### src/rtl/add_seq_pkg.sv
// -----------------------------------------------------------------------------
// add_seq_pkg
// Shared definitions for the multi-cycle adder/subtractor sequencer:
//   - state_e      : sequencer state encoding (IDLE, CALC, DONE)
//   - OP_ADD/OP_SUB: encoding of the sub_i operation select
//   - cnt_width()  : width of the slice counter for a given slice count
// -----------------------------------------------------------------------------
package add_seq_pkg;

  typedef enum logic [1:0] {
    IDLE = 2'd0,
    CALC = 2'd1,
    DONE = 2'd2
  } state_e;

  localparam logic OP_ADD = 1'b0;
  localparam logic OP_SUB = 1'b1;

  // Slice counter width; a single-slice configuration still needs one bit.
  function automatic int unsigned cnt_width(input int unsigned ns);
    if (ns <= 32'd1) begin
      return 32'd1;
    end else begin
      return $clog2(ns);
    end
  endfunction

endpackage

### src/rtl/add_seq_chk.sv
// -----------------------------------------------------------------------------
// add_seq_chk
// Simulation-only property checker for add_seq.
//   - Rejects illegal W/SW combinations at elaboration.
//   - Result outputs must not move while a result is offered and not taken.
// Ports: clock, reset and the result-side outputs of add_seq (all inputs).
// -----------------------------------------------------------------------------
module add_seq_chk #(
  parameter int unsigned W  = 64,
  parameter int unsigned SW = 16
) (
  input logic         clk_i,
  input logic         rst_i,
  input logic         valid_o,
  input logic         ready_i,
  input logic [W-1:0] s_o,
  input logic         co_o,
  input logic         ovf_o
);

  generate
    if (((W % SW) != 32'd0) || ((SW % 32'd4) != 32'd0) || ((W / SW) < 32'd2)) begin : g_bad_cfg
      $fatal(1, "add_seq: W must be a multiple of SW, SW a multiple of 4, W/SW >= 2");
    end
  endgenerate

  property p_hold_result;
    @(posedge clk_i) disable iff (rst_i)
      (valid_o && !ready_i) |=> (valid_o && $stable(s_o) && $stable(co_o) && $stable(ovf_o));
  endproperty

  a_hold_result: assert property (p_hold_result)
    else $error("add_seq: result changed while stalled");

endmodule

### src/rtl/add_seq_cla_slice.sv
// -----------------------------------------------------------------------------
// cla_slice
// Combinational SW-bit carry-look-ahead adder. Built from 4-bit lookahead
// groups; the group carries ripple from one group to the next.
// Ports:
//   i_a, i_b  : SW-bit addends
//   i_c       : carry in
//   o_s       : SW-bit sum
//   o_c       : carry out of the MSB
//   o_c_msb   : carry into the MSB (used for signed-overflow detection)
// -----------------------------------------------------------------------------
module cla_slice #(
  parameter int unsigned SW = 16
) (
  input  logic [SW-1:0] i_a,
  input  logic [SW-1:0] i_b,
  input  logic          i_c,
  output logic [SW-1:0] o_s,
  output logic          o_c,
  output logic          o_c_msb
);

  localparam int unsigned NG = SW / 4;

  logic [SW-1:0] w_g;   // bit generate
  logic [SW-1:0] w_p;   // bit propagate
  logic [SW-1:0] w_c;   // carry into each bit
  logic [NG:0]   w_gc;  // carry into each 4-bit group

  assign w_g     = i_a & i_b;
  assign w_p     = i_a ^ i_b;
  assign w_gc[0] = i_c;

  genvar gi;
  generate
    for (gi = 0; gi < NG; gi++) begin : g_grp
      logic [3:0] w_gg;
      logic [3:0] w_gp;
      logic       w_cin;

      assign w_gg  = w_g[4*gi +: 4];
      assign w_gp  = w_p[4*gi +: 4];
      assign w_cin = w_gc[gi];

      // Every carry inside the group is a flat function of the group carry-in.
      assign w_c[4*gi + 0] = w_cin;
      assign w_c[4*gi + 1] = w_gg[0]
                           | (w_gp[0] & w_cin);
      assign w_c[4*gi + 2] = w_gg[1]
                           | (w_gp[1] & w_gg[0])
                           | (w_gp[1] & w_gp[0] & w_cin);
      assign w_c[4*gi + 3] = w_gg[2]
                           | (w_gp[2] & w_gg[1])
                           | (w_gp[2] & w_gp[1] & w_gg[0])
                           | (w_gp[2] & w_gp[1] & w_gp[0] & w_cin);
      assign w_gc[gi + 1]  = w_gg[3]
                           | (w_gp[3] & w_gg[2])
                           | (w_gp[3] & w_gp[2] & w_gg[1])
                           | (w_gp[3] & w_gp[2] & w_gp[1] & w_gg[0])
                           | (w_gp[3] & w_gp[2] & w_gp[1] & w_gp[0] & w_cin);
    end
  endgenerate

  assign o_s     = w_p ^ w_c;
  assign o_c     = w_gc[NG];
  assign o_c_msb = w_c[SW-1];

endmodule

### src/rtl/add_seq.sv
// -----------------------------------------------------------------------------
// add_seq
// Multi-cycle W-bit adder/subtractor. Operands are accepted over a
// valid/ready handshake, then summed one SW-bit slice per cycle (LS slice
// first) through a single shared cla_slice; the inter-slice carry lives in a
// register. The result is offered with carry-out and signed overflow.
// Ports:
//   clk_i, rst_i       : clock, synchronous active-high reset
//   valid_i, ready_o   : operand handshake
//   sub_i, a_i, b_i    : operation select (0 add, 1 subtract) and operands
//   valid_o, ready_i   : result handshake
//   s_o, co_o, ovf_o   : sum/difference, carry-out (1 = no borrow), overflow
// -----------------------------------------------------------------------------
module add_seq
  import add_seq_pkg::*;
#(
  parameter int unsigned W  = 64,
  parameter int unsigned SW = 16
) (
  input  logic         clk_i,
  input  logic         rst_i,
  input  logic         valid_i,
  output logic         ready_o,
  input  logic         sub_i,
  input  logic [W-1:0] a_i,
  input  logic [W-1:0] b_i,
  output logic         valid_o,
  input  logic         ready_i,
  output logic [W-1:0] s_o,
  output logic         co_o,
  output logic         ovf_o
);

  localparam int unsigned NS = W / SW;
  localparam int unsigned CW = cnt_width(NS);

  state_e        r_state;
  logic [CW-1:0] r_cnt;
  logic          r_carry;
  logic [W-1:0]  r_a;
  logic [W-1:0]  r_b;
  logic [W-1:0]  r_s;
  logic          r_co;
  logic          r_ovf;
  logic          r_ready;
  logic          r_valid;

  logic [31:0]   w_ofs;
  logic [SW-1:0] w_a_sl;
  logic [SW-1:0] w_b_sl;
  logic [SW-1:0] w_sum;
  logic          w_c_out;
  logic          w_c_msb;
  logic          w_last;

  // Bit offset of the slice currently being processed.
  assign w_ofs  = 32'(r_cnt) * SW;
  assign w_a_sl = r_a[w_ofs +: SW];
  assign w_b_sl = r_b[w_ofs +: SW];
  assign w_last = (r_cnt == CW'(NS - 32'd1));

  cla_slice #(
    .SW (SW)
  ) u_cla_slice (
    .i_a     (w_a_sl),
    .i_b     (w_b_sl),
    .i_c     (r_carry),
    .o_s     (w_sum),
    .o_c     (w_c_out),
    .o_c_msb (w_c_msb)
  );

  // Sequencer: operand capture, slice-by-slice accumulation, result hold.
  always_ff @(posedge clk_i) begin
    if (rst_i) begin
      r_state <= IDLE;
      r_cnt   <= '0;
      r_carry <= 1'b0;
      r_a     <= '0;
      r_b     <= '0;
      r_s     <= '0;
      r_co    <= 1'b0;
      r_ovf   <= 1'b0;
      r_ready <= 1'b1;
      r_valid <= 1'b0;
    end else begin
      case (r_state)
        IDLE: begin
          if (valid_i && r_ready) begin
            r_a     <= a_i;
            // Subtraction is a + ~b + 1: B is stored inverted and the +1
            // enters as the initial carry.
            r_b     <= (sub_i == OP_SUB) ? ~b_i : b_i;
            r_carry <= sub_i;
            r_cnt   <= '0;
            r_ready <= 1'b0;
            r_state <= CALC;
          end else begin
            r_state <= IDLE;
          end
        end
        CALC: begin
          r_s[w_ofs +: SW] <= w_sum;
          r_carry          <= w_c_out;
          if (w_last) begin
            r_co    <= w_c_out;
            // Overflow: carry into the word MSB differs from carry out of it.
            r_ovf   <= w_c_msb ^ w_c_out;
            r_valid <= 1'b1;
            r_state <= DONE;
          end else begin
            r_cnt   <= r_cnt + CW'(1);
          end
        end
        DONE: begin
          if (ready_i) begin
            r_valid <= 1'b0;
            r_ready <= 1'b1;
            r_state <= IDLE;
          end else begin
            r_state <= DONE;
          end
        end
        default: begin
          r_valid <= 1'b0;
          r_ready <= 1'b1;
          r_state <= IDLE;
        end
      endcase
    end
  end

  assign ready_o = r_ready;
  assign valid_o = r_valid;
  assign s_o     = r_s;
  assign co_o    = r_co;
  assign ovf_o   = r_ovf;

  add_seq_chk #(
    .W  (W),
    .SW (SW)
  ) u_add_seq_chk (
    .clk_i   (clk_i),
    .rst_i   (rst_i),
    .valid_o (r_valid),
    .ready_i (ready_i),
    .s_o     (r_s),
    .co_o    (r_co),
    .ovf_o   (r_ovf)
  );

endmodule
### config.mk
export PLATFORM = sky130hd
export DESIGN_NAME = add_seq
export DESIGN_NICKNAME = d
export VERILOG_FILES = /design/src/rtl/add_seq_pkg.sv /design/src/rtl/add_seq_chk.sv /design/src/rtl/add_seq_cla_slice.sv /design/src/rtl/add_seq.sv
export SDC_FILE = /design/constraint.sdc
export NUM_CORES = 1
export LEC_CHECK = 0
export ABC_CLOCK_PERIOD_IN_PS = 4580
export CAP_MARGIN = 20
export CORE_MARGIN = 8
export CORE_UTILIZATION = 51
export CTS_CLUSTER_DIAMETER = 80
export DETAILED_ROUTE_END_ITERATION = 16
export PLACE_DENSITY_LB_ADDON = 0.12
export SYNTH_ARGS = -nofsm -noshare
export SYNTH_HDL_FRONTEND = slang
export SYNTH_SLANG_ARGS = --single-unit
### constraint.sdc
create_clock -name clk_i -period 4.58 [get_ports clk_i]
set_input_delay 0.916 -clock clk_i [delete_from_list [all_inputs] [get_ports clk_i]]
set_output_delay 0.916 -clock clk_i [all_outputs]
set_load 0.005 [all_outputs]
==> results of run 1 <==
[final timing paths]
| check | from | to |
|---|---|---|
| setup / recovery | r_cnt[0]$_SDFFE_PP0P_ | s_o[61]$_SDFFE_PP0P_ |
| hold / removal | s_o[59]$_SDFFE_PP0P_ | s_o[59]$_SDFFE_PP0P_ |
| setup reg to reg | r_cnt[0]$_SDFFE_PP0P_ | s_o[61]$_SDFFE_PP0P_ |
| hold reg to reg | s_o[59]$_SDFFE_PP0P_ | s_o[59]$_SDFFE_PP0P_ |
[cells by family (layout without fill, tap and decap cells)]
kind of cell,Yosys count,in the layout
and+or+nand+nor,320,320
AOI/OAI and AO/OA,240,240
buffers and inverters,86,259
DFF,201,201
adders and majority gates,26,26
muxes,33,33
xor gates and xnor gates,72,72
[area by class of cell]
cell class	count	area (sq um)
clock inverters	5	50.0
flip-flops and latches	201	4030
fillers	1435	5530
repair buffers	213	2110
clock buffers	32	627
multi-input cells	691	4700
well taps	225	282
inverters	9	33.8
[layout by cell type (no fill, tap or decap), types with 4 or more instances in the layout]
| master | Yosys | final |
|---|---|---|
| a211oi_1 | 67 | 67 |
| nand2_1 | 144 | 143 |
| o21ai_0 | 14 | 14 |
| nand3b_1 | 13 | 13 |
| a21oi_1 | 85 | 85 |
| clkdlybuf4s50_1 | 0 | 198 |
| xnor2_1 | 66 | 66 |
| clkbuf_16 | 0 | 21 |
| fa_1 | 4 | 4 |
| mux4_2 | 32 | 32 |
| nand2_2 | 3 | 4 |
| inv_1 | 9 | 9 |
| buf_4 | 0 | 13 |
| a22oi_1 | 48 | 48 |
| dfxtp_1 | 201 | 199 |
| clkinv_2 | 0 | 4 |
| ha_1 | 22 | 22 |
| clkbuf_8 | 0 | 6 |
| nor3_1 | 5 | 5 |
| clkbuf_1 | 49 | 5 |
| nand2b_1 | 6 | 6 |
| a31o_1 | 4 | 4 |
| nor2_1 | 126 | 126 |
| nand3_1 | 7 | 7 |
| a21o_1 | 5 | 5 |
| xor2_1 | 6 | 6 |
[metal layers]
metal | share of wire | global-route usage
met1 | 0.43 | 0.291
met2 | 0.47 | 0.353
met3 | 0.075 | 0.0482
met4 | 0.026 | 0.0732
met5 | 0 | 0
[sequential cells by signal, summed over array words and instances, names as in the netlist]
signal	flops
co_o	1
ovf_o	1
r_a	64
r_b	64
r_carry	1
r_cnt	2
r_state	2
ready_o	1
s_o	64
valid_o	1
[worst min-delay path, delay by kind of cell, from the launching register on]
family             cells  cell delay, ns
DFF                    1            0.31
AOI/OAI and AO/OA      1            0.05
and+or+nand+nor        1            0.05
[stage by stage]
step                      worst slack [ns]   util  area [sq um]  total power, uW  instances
after detailed placement             0.933  0.642         11200             2720       1339
after global routing                 0.604  0.681         11800             4530       1376
final                                0.925  0.681         11800             4360       1376
after global placement               0.949  0.642         11200             2710       1339
after floorplan                       1.12      -          9050             2420        978
after CTS                            0.877  0.681         11800             4380       1376
[where the power goes]
part | total, uW | switching [uW] | internal, uW
Clock | 1670 | 671 | 996
Combinational | 750 | 399 | 351
Sequential | 1940 | 82.5 | 1860
==> reports/metrics.yaml, run 1 <==
status: "finished, final reports clean"
finalHoldViolCount: 0
clk_latency_ns: 0.49
ir_worst_vdd_v: 0.000243
cts_setup_buffers: 0
slew_violations: 0
clkTransAtPathRegs_ns: 0.06
yosysMostFrequentCell: "dfxtp_1"
hp-class: "flip-flop to flip-flop"
gp_congestion: 0.905
cts_max_level: 1
syn_nets: 1137
synth_mux_area_frac: 0.0807
critPathArrivalTime_ns: 4.08
relSlewSlack: 0.264
cp_top_family: "adder cells"
cts_max_path_buffers: 3
synthAdderAreaFrac: 0.0392
final_nets: 1296
numCtsBuffers: 21
vias: 7672
path_buf_inv: 1
synth_compound_area_frac: 0.177
holdWs_ns: 0.451
cts_tree: "built"
io-pin-count: 201
die_x_um: 149
grt_pass1_wl_um: 39400
drcViolationCount: 0
path_class: "flip-flop to flip-flop"
maxCapViolations: 0
dp_hpwl_um: 18600
ant_nets: 0
leakagePower_uw: 0.00426
avgViaCountPerCell: 5.58
synth_top_family_by_area: "compound AO/OA/AOI/OAI gates"
track_usage: 0.221
dieArea_sq_um: 22300
drtIter0Drc: 586
setup_viol: 0
reg2reg_depth: 11
grt_pass1_vias: 7417
yosysTopAreaCell: "dfxtp_1"
powerDensity_nw_per_um2: 368
ff2ff_setup_slack_ns: 0.93
rsz0062_at_grt: "no"
worst-path-stages: 11
antenna_cells: 0
worst_pin_slew_ns: 1.10
critical_path_required_ns: 5.01
cts_sinks: 201
synth_ff_type: "dfxtp_1"
wl_um: 25400
antenna_found_initial: 0
holdPathStages: 2
syn_area_per_cell_sq_um: 9.26
netlist_top_cells_count: "dfxtp_1 (201), nand2_1 (144), nor2_1 (126), a21oi_1 (85), a211oi_1 (67)"
drive_gt1_frac: 0.0843
syn-cell-area_sq_um: 9050
synth-edff-count: 0
design.core.area_sq_um: 17400
syn_inst: 978
yosysUniqueCellTypes: 49
cp-start-kind: "flip-flop"
cts_resized: 0
finalCritPeriodShare: 0.798
grt_overflow: 0
ys_warn_count: 0
rows: 48
io_buffers: 200
path_max_fanout: 17
root_buffer: "clkbuf_16"
dr.pass1.iters: 5
wl_per_cell_um: 18.4
fmax_mhz: 274
slowest_delay_ns: 0.69
skew_ns: 0.0137
synth-simple-area-share: 0.150
fin_tns_setup_ns: 0
synth-seq-cells: 201
synth_async_sr_flop_share: 0
ctsHoldBuffers: 0
cpMaxStageDelayCell: "dfxtp_2"
period_minus_slack_ns: 3.65
setup.worst_path.end_class: "flip-flop"
synth_xor_area_frac: 0.0697
path_cells: "buf_4 -> mux4_2 -> ha_1 -> a21oi_1 -> o21ai_0 -> a41oi_4 -> nand2_1 -> fa_1 -> xor2_1 -> a22oi_1 -> nor2_1"
synthTopCellsByArea: "dfxtp_1 (44%), mux4_2 (8.0%), xnor2_1 (6.4%)"
synth.top_cell.area_share: 0.444
syn_to_final_growth_pct: 30.6
initial_core_util: 0.522
seq_area_frac_synth: 0.444
grt_max_degree: 154
die_h_um: 149
Power figures use the tool's default switching activity.
==> run 2: changes to the inputs <==
- ABC_CLOCK_PERIOD_IN_PS: 4580 -> 2950
- CORE_UTILIZATION: 51 -> 46
- clock period: 4.58 -> 2.95 ns (I/O delays scaled with it)
==> run 2 against run 1 <==
Sequential share of layout area down 1.6 points; total power up 58%; maximum frequency up 24%; critical path depth unchanged; worst hold slack better by 0.0020 ns; combinational power up 79%; non-clock buffer count up 35; flip-flop and latch count unchanged; final cell count up 5.5%; die area up 9.7%; via count up 0.20%; critical endpoint is now s_o[13]$_SDFFE_PP0P_; largest power group unchanged.
==> reports/metrics.yaml, run 2 (same netlist as run 1, synthesis figures left out) <==
dp_hpwl_um: 19100
p_int_uw: 5030
grt_pass1_vias: 7199
io_buffers: 200
p_seq_frac: 0.435
setup_viol: 0
path_class: "flip-flop to flip-flop"
p_sw_uw: 1850
antenna_cells: 0
finalPower_uw: 6890
rsz0062_at_grt: "yes"
numCtsBuffers: 21
wl_um: 25800
gp_congestion: 0.877
io-pin-count: 201
clk_latency_ns: 0.50
die_x_um: 156
grt_pass1_wl_um: 39400
seqCellArea_sq_um: 4030
stdcell_count: 1452
dr.pass1.iters: 5
clkTransAtPathRegs_ns: 0.06
path_max_fanout: 9
mostFrequentLayoutCells: "dfxtp_1 (199), clkdlybuf4s50_1 (198), nand2_1 (143), nor2_1 (126), a21oi_1 (83)"
cts_max_level: 1
cts_max_path_buffers: 3
finalCritPeriodShare: 0.998
worst_pin_slew_ns: 0.652
fin_tns_setup_ns: 0
fmax_mhz: 340
dieArea_sq_um: 24400
status: "finished, final reports clean"
syn_to_final_growth_pct: 37.3
track_usage: 0.201
pwr-share-clk: 0.370
ir_worst_vdd_v: 0.000337
comb_power_share: 0.195
grt_max_degree: 85
final_nets: 1331
grt_overflow: 0
ctsHoldBuffers: 0
ant_nets: 0
rows: 51
dp.cells: 1409
critPathArrivalTime_ns: 3.33
cts_sinks: 201
ff2ff_setup_slack_ns: 0.005
fillCellCount: 1713
cp-start-kind: "flip-flop"
drcViolationCount: 0
reg2reg_depth: 11
avgViaCountPerCell: 5.29
holdWs_ns: 0.453
initial_core_util: 0.467
hold_end: "r_a[47]$_SDFFE_PP0P_"
r2r_end: "s_o[13]$_SDFFE_PP0P_"
holdPathStages: 2
skew_ns: 0.0189
slew_violations: 0
drive_gt1_frac: 0.131
die_h_um: 156
finalHoldViolCount: 0
maxCapViolations: 0
setup.worst_path.end_class: "flip-flop"
switching_share: 0.269
wl_per_cell_um: 17.8
critical_path_required_ns: 3.34
reg2reg_from: "r_cnt[0]$_SDFFE_PP0P_"
powerDensity_nw_per_um2: 554
worstHoldStart: "r_a[47]$_SDFFE_PP0P_"
leakagePower_uw: 0.00446
root_buffer: "clkbuf_16"
relSlewSlack: 0.565
cts_tree: "built"
hp-class: "flip-flop to flip-flop"
vias: 7687
drtIter0Drc: 510
multi_input_area_sq_um: 4880
final_common_cell: "dfxtp_1"
design.core.area_sq_um: 19400
finish.utilization: 0.641
period_minus_slack_ns: 2.95
antenna_found_initial: 0
run 2: cell types whose count changed in the layout (fill, tap and decap cells not counted), sizes merged:
cell,previous run,this run
buf,15,50
bufinv,1,0
clkinv,4,5
inv,9,10
run 2: how the worst max path moves through the flow:
stage / slack, ns / to / startpoint
after floorplan: -0.02 / s_o[13]$_SDFFE_PP0P_ / r_cnt[0]$_SDFFE_PP0P_
after global placement: -0.02 / s_o[31]$_SDFFE_PP0P_ / r_cnt[0]$_SDFFE_PP0P_
after detailed placement: -0.09 / s_o[47]$_SDFFE_PP0P_ / r_cnt[0]$_SDFFE_PP0P_
after CTS: 0.009 / s_o[61]$_SDFFE_PP0P_ / r_cnt[0]$_SDFFE_PP0P_
after global routing: -0.12 / s_o[13]$_SDFFE_PP0P_ / r_cnt[0]$_SDFFE_PP0P_
final: 0.005 / s_o[13]$_SDFFE_PP0P_ / r_cnt[0]$_SDFFE_PP0P_
run 2: what timing repair did:
item                       4_1_cts  5_1_grt
pin swaps                        3        5
setup buffers                    0        5
resized for setup                9       14
setup endpoints to repair       33       34
run 2: through the flow:
step / worst slack [ns] / area [sq um]
5_1_grt: -0.119 / 12400
4_1_cts: 0.00885 / 12300
2_1_floorplan: -0.0180 / 9170
3_5_place_dp: -0.0881 / 11600
3_3_place_gp: -0.0172 / 11600
6_report: 0.00466 / 12400
run 2: critical path: stages, from the launching register on:
cell and delay, ns:
dfxtp_4 0.40, buf_12 0.15, mux4_2 0.55, ha_4 0.25, a211oi_4 0.25, o21bai_4 0.12
o21ai_2 0.22, nand2_1 0.10, fa_2 0.39, xor2_4 0.18, a22oi_1 0.16, nor2_1 0.06
run 2: metal layers:
layer | up-vias | GRT usage | share of wire
met5 | - | 0 | 0
met4 | 0 | 0.0604 | 0.019
met3 | 32 | 0.0411 | 0.074
met2 | 256 | 0.308 | 0.46
met1 | 3564 | 0.281 | 0.45
li1 | 3835 | - | -
run 2: final cells by class:
cell class | count | share of cell area
well taps | 265 | 0.0267
clock inverters | 6 | 0.00272
clock buffers | 32 | 0.0512
flip-flops and latches | 201 | 0.324
inverters | 9 | 0.00272
repair buffers | 248 | 0.200
multi-input cells | 691 | 0.393
run 2: power groups by stage:
stage / logic, uW / clock network [uW] / registers [uW]
after detailed placement: 1290 / 0 / 3050
after floorplan: 793 / 0 / 3000
after global routing: 1460 / 2700 / 3010
final: 1340 / 2550 / 3000
after CTS: 1310 / 2600 / 2990
after global placement: 1270 / 0 / 3050
==> run 3: changes to the inputs <==
- CTS_CLUSTER_DIAMETER: 80 -> 60
==> results of run 3 <==
Final layout, timing and power as in run 2 (identical DEF).
